===== config.mk =====
export PLATFORM = sky130hd
export DESIGN_NAME = interrupt_arbiter
export DESIGN_NICKNAME = d
export VERILOG_FILES = /design/src/rtl/interrupt_arbiter.sv
export SDC_FILE = /design/constraint.sdc
export NUM_CORES = 1
export LEC_CHECK = 0
export ABC_AREA = 0
export CAP_MARGIN = 20
export CORE_MARGIN = 3
export CORE_UTILIZATION = 45
export DETAILED_ROUTE_END_ITERATION = 12
export GPL_TIMING_DRIVEN = 0
export PLACE_DENSITY = 0.75
export RECOVER_POWER = 100
export SLEW_MARGIN = 20
export SYNTH_ARGS = -nofsm -noshare
export SYNTH_HDL_FRONTEND = slang
export SYNTH_SLANG_ARGS = --single-unit

===== constraint.sdc =====
create_clock -name clk -period 1.7 [get_ports clk]
set_input_delay 0.17 -clock clk [delete_from_list [all_inputs] [get_ports clk]]
set_output_delay 0.17 -clock clk [all_outputs]
set_load 0.02 [all_outputs]

===== src/rtl/interrupt_arbiter.sv =====
// ---------------------------------------------------------------------------
// interrupt_arbiter
//
// Purpose:
//   Collects three asynchronous interrupt lines. Each line is synchronised
//   and edge-detected, then latched as a pending event. The block picks the
//   highest-priority unmasked pending source and allows nesting: a new source
//   is requested only if it outranks everything currently in service. A
//   single held request is presented to the pipeline control unit. In-service
//   levels are tracked, and the highest one is retired on every ERET.
//
// Ports:
//   clk       in   system clock, rising edge
//   rst_n     in   asynchronous reset, active low
//   irq_in    in   [2:0] raw async interrupt lines, bit 2 = highest priority
//   irq_mask  in   [2:0] 1 = source masked
//   ie        in   global interrupt enable
//   int_ack   in   1-cycle pulse, pipeline took the interrupt this cycle
//   eret      in   1-cycle pulse, ERET retired this cycle
//   int_req   out  interrupt request to control unit
//   int_id    out  [2:0] requested source, 1/2/3 = irq_in[0]/[1]/[2], 0 = none
//   irs       out  [2:0] in-service bits, one per source
//   pending   out  [2:0] latched pending bits
// ---------------------------------------------------------------------------
module interrupt_arbiter #(
  parameter int SYNC_STAGES = 2
) (
  input  logic       clk,
  input  logic       rst_n,
  input  logic [2:0] irq_in,
  input  logic [2:0] irq_mask,
  input  logic       ie,
  input  logic       int_ack,
  input  logic       eret,
  output logic       int_req,
  output logic [2:0] int_id,
  output logic [2:0] irs,
  output logic [2:0] pending
);

  typedef enum logic {
    IDLE = 1'b0,
    REQ  = 1'b1
  } state_e;

  state_e     state_q;
  logic       intReq_q;
  logic [2:0] intId_q;

  logic [2:0] sync_q [SYNC_STAGES];
  logic [2:0] syncPrev_q;
  logic [2:0] pending_q, pending_d;
  logic [2:0] irs_q, irs_d;

  logic [2:0] rise;
  logic [2:0] avail;
  logic       candValid;
  logic [1:0] candIdx;
  logic       irsTopValid;
  logic [1:0] irsTopIdx;
  logic       eligible;
  logic       ackTake;
  logic [1:0] reqIdx;

  // Synchroniser chain plus one extra flop on its output.
  // The extra flop lets a held level produce exactly one rise event.
  always_ff @(posedge clk or negedge rst_n) begin
    if (!rst_n) begin
      for (int s = 0; s < SYNC_STAGES; s++) begin
        sync_q[s] <= '0;
      end
      syncPrev_q <= '0;
    end else begin
      sync_q[0] <= irq_in;
      for (int s = 1; s < SYNC_STAGES; s++) begin
        sync_q[s] <= sync_q[s-1];
      end
      syncPrev_q <= sync_q[SYNC_STAGES-1];
    end
  end

  assign rise  = sync_q[SYNC_STAGES-1] & ~syncPrev_q;
  assign avail = pending_q & ~irq_mask;

  // Find the highest available source and the highest in-service level.
  // The loops scan upward, so the last hit found is the highest one.
  always_comb begin
    candValid   = 1'b0;
    candIdx     = 2'd0;
    irsTopValid = 1'b0;
    irsTopIdx   = 2'd0;
    for (int i = 0; i < 3; i++) begin
      if (avail[i]) begin
        candValid = 1'b1;
        candIdx   = 2'(i);
      end
      if (irs_q[i]) begin
        irsTopValid = 1'b1;
        irsTopIdx   = 2'(i);
      end
    end
  end

  // Only strict preemption is allowed. An equal or lower level waits until
  // the in-service stack drains below it.
  assign eligible = ie & candValid & (~irsTopValid | (candIdx > irsTopIdx));
  assign ackTake  = (state_q == REQ) & int_ack;
  assign reqIdx   = intId_q[1:0] - 2'd1;

  // ERET retires the highest pre-edge level before the ack marks its source.
  // A rise detected in the same cycle as an ack re-sets the pending bit, so a
  // new event is never lost.
  always_comb begin
    pending_d = pending_q;
    irs_d     = irs_q;
    if (ackTake) begin
      pending_d[reqIdx] = 1'b0;
    end
    pending_d = pending_d | rise;
    if (eret && irsTopValid) begin
      irs_d[irsTopIdx] = 1'b0;
    end
    if (ackTake) begin
      irs_d[reqIdx] = 1'b1;
    end
  end

  always_ff @(posedge clk or negedge rst_n) begin
    if (!rst_n) begin
      pending_q <= '0;
      irs_q     <= '0;
    end else begin
      pending_q <= pending_d;
      irs_q     <= irs_d;
    end
  end

  // Request FSM with registered outputs. Once in REQ, the id is frozen until
  // an ack or a withdrawal (ie dropped). The ack takes priority.
  always_ff @(posedge clk or negedge rst_n) begin
    if (!rst_n) begin
      state_q  <= IDLE;
      intReq_q <= 1'b0;
      intId_q  <= 3'd0;
    end else begin
      case (state_q)
        IDLE: begin
          if (eligible) begin
            state_q  <= REQ;
            intReq_q <= 1'b1;
            intId_q  <= {1'b0, candIdx} + 3'd1;
          end else begin
            intReq_q <= 1'b0;
            intId_q  <= 3'd0;
          end
        end
        REQ: begin
          if (int_ack || !ie) begin
            state_q  <= IDLE;
            intReq_q <= 1'b0;
            intId_q  <= 3'd0;
          end
        end
        default: begin
          state_q  <= IDLE;
          intReq_q <= 1'b0;
          intId_q  <= 3'd0;
        end
      endcase
    end
  end

  assign int_req = intReq_q;
  assign int_id  = intId_q;
  assign irs     = irs_q;
  assign pending = pending_q;

endmodule


==> summary.txt <==
Avg WL per Cell: 12.9 um
Placer Congestion: 0.771
Synth top area share: 0.636
total CTS buffers: 3
Top Ports: 21
Final Critical Period: 1600 ps
Post-synth ARST share: 1.00
Bufs and invs on worst path: 1
Worst R2R Start: pending[2]
Total GRT Usage: 0.144
HP Start: sync_q[5]
worst vdd ir: 0.708 mV
pwr dens: 1300 nW/um2
Die Y: 47.8 um
startpoint types: register
DP Cell Count: 102
Fmax: 0.627 GHz
antenna cells: 0
Initial Utilization: 0.499
Mapped Nets: 79
Final Cycle Share: 0.938
Worst Hold Class: reg2reg
Yosys warning count: 0
EDFF count, synth: 0
Root Driver: clkbuf_4
filler instances: 130
Rows: 14
Worst-path clk slew: 100 ps
register area share after synthesis: 0.636
DR iter-0 viols: 5
Leak: 0.465 nW
Avg Cell Area, Syn: 11.9 um2
Mapped Area: 787 um2
DIE AREA: 2290 um2
slew margin rel.: 0.424
vias in the first global route: 542
Worst-Skew Late Latency: 290 ps
Crit-path slowest cell: dlygate4sd3_1
Nets: 104
Final Power: 1.34 mW
Yosys reg bits: 20
port bufs: 20
post-route cell area: 1030 um2
main area contributors after synthesis: dfrtp_1 (64%), o21ai_0 (4.5%), nand2_1 (4.3%), ha_1 (3.2%), nor2b_1 (3.2%)
TritonCTS clock tree: done
main flop type after synthesis: dfrtp_1
Synth-to-Final Area Change: 31.2%
Min Hold Slack: 365 ps
CTS Sinks: 20
H-tree depth: 1
clock tree buffer depth: 2
DRT Pass-1 Iters: 4
RSZ-0062 raised after global routing: no
initial antenna violation count: 0
crit path DAT: 1430 ps
Slew Limit Fails: 0
fin cells: 105
Congestion Overflow GR: 0
post-CTS setup buffer count: 0
layout cells sized above 1: 0.101
worst slew pin tran: 861 ps
CP peak stage delay: 700 ps
drt drc: 0
synthesized instance count: 66
top post-synthesis cells by count: dfrtp_1 (20), nand2_1 (9), o21ai_0 (7), inv_1 (5), nor2b_1 (4)
vias post-DR: 551
post-synth top area cell: dfrtp_1
Detail Route Antenna Nets: 0
total core area: 1580 um2
die width: 47.8 um
count leader, synth: dfrtp_1
max cap viols: 0
first-pass GRT wire length: 2.21 mm
Crit Path Max Fanout: 6
Worst EP required: 1530 ps
crit path capture type: output port
WS Path Type: reg2out
DR vias/cell: 5.25
CP delay by family, top: buffers and inverters
Final Skew: 10.8 ps
worst-path cell chain: dlygate4sd3_1
Cell variety after synth: 22
Finished Core Util: 0.655
setup violators final: 0
status: finished, final reports clean
final hold vios: 0
DP Area: 1010 um2
largest net degree at the start of global routing: 21
critical path startpoint: int_id[1]
HPWL after DPL: 1.07 mm
WL final: 1.36 mm
worst paths after layout:
path                              to  slack [ps]  cells after the start
min in group asynchronous     irs[1]         430                      1
setup / recovery           int_id[1]         100                      1
hold / removal             sync_q[2]         360                      0
hold reg to reg            sync_q[2]         360                      0
max in group asynchronous    int_req         730                      1
setup reg to reg             state_q         180                      7
logic make-up after synthesis:
kind of cell / synth area share
and+or+nand+nor: 0.184
buffers and inverters: 0.0238
adders and majority gates: 0.0318
AOI/OAI and AO/OA: 0.124
DFF: 0.636
final cells by class:
| type | instances | area, um2 | area share |
|---|---|---|---|
| Multi-Input combinational cell | 41 | 270 | 0.262 |
| Timing Repair Buffer | 20 | 200 | 0.194 |
| Inverter | 5 | 18.8 | 0.0182 |
| Tap cell | 16 | 20.0 | 0.0194 |
| Sequential cell | 20 | 500 | 0.485 |
| Clock buffer | 3 | 22.5 | 0.0218 |
routing by layer:
layer / track usage / vias to the layer above / wire [um]
met5: 0 / - / 0
met4: 0.0806 / 0 / 12
met1: 0.175 / 260 / 622
met2: 0.240 / 16 / 664
met3: 0.0226 / 2 / 58
li1: - / 273 / -
sequential cells by signal, summed over array words and instances (netlist names):
register / cells
int_id: 3
int_req: 1
irs: 3
pending: 3
state_q: 1
syncPrev_q: 3
sync_q: 6
per-stage QoR:
| stage | TNS (ps) | setup slack (ps) |
|---|---|---|
| detailed placement | -524 | -153 |
| CTS | 0 | 37.3 |
| finish | 0 | 105 |
| global placement | -520 | -148 |
| floorplan | 0 | 94.6 |
| global route | 0 | 34.5 |
where the power goes:
part,internal [mW],switching [mW]
Clock,0.0822,0.123
Sequential,0.567,0.0894
Combinational,0.232,0.251
repair_timing:
item | 4_1_cts | 5_1_grt
gates resized for setup | 0 | 1
endpoints found under the setup margin | 0 | 4
hold endpoints to repair | 0 | 0
hold buffers | 0 | 0
placed cells by master (no fill, tap or decap), types with 2 or more instances in the layout:
| cell | instances |
|---|---|
| o21ai_0 | 7 |
| clkdlybuf4s50_1 | 6 |
| nor2_1 | 2 |
| dlygate4sd3_1 | 14 |
| nand2b_1 | 2 |
| inv_1 | 5 |
| dfrtp_1 | 20 |
| clkbuf_4 | 3 |
| o21ai_1 | 2 |
| nand2_1 | 9 |
| nor2b_1 | 3 |
| ha_1 | 2 |
Note: power is estimated with default switching activity, not from simulation.
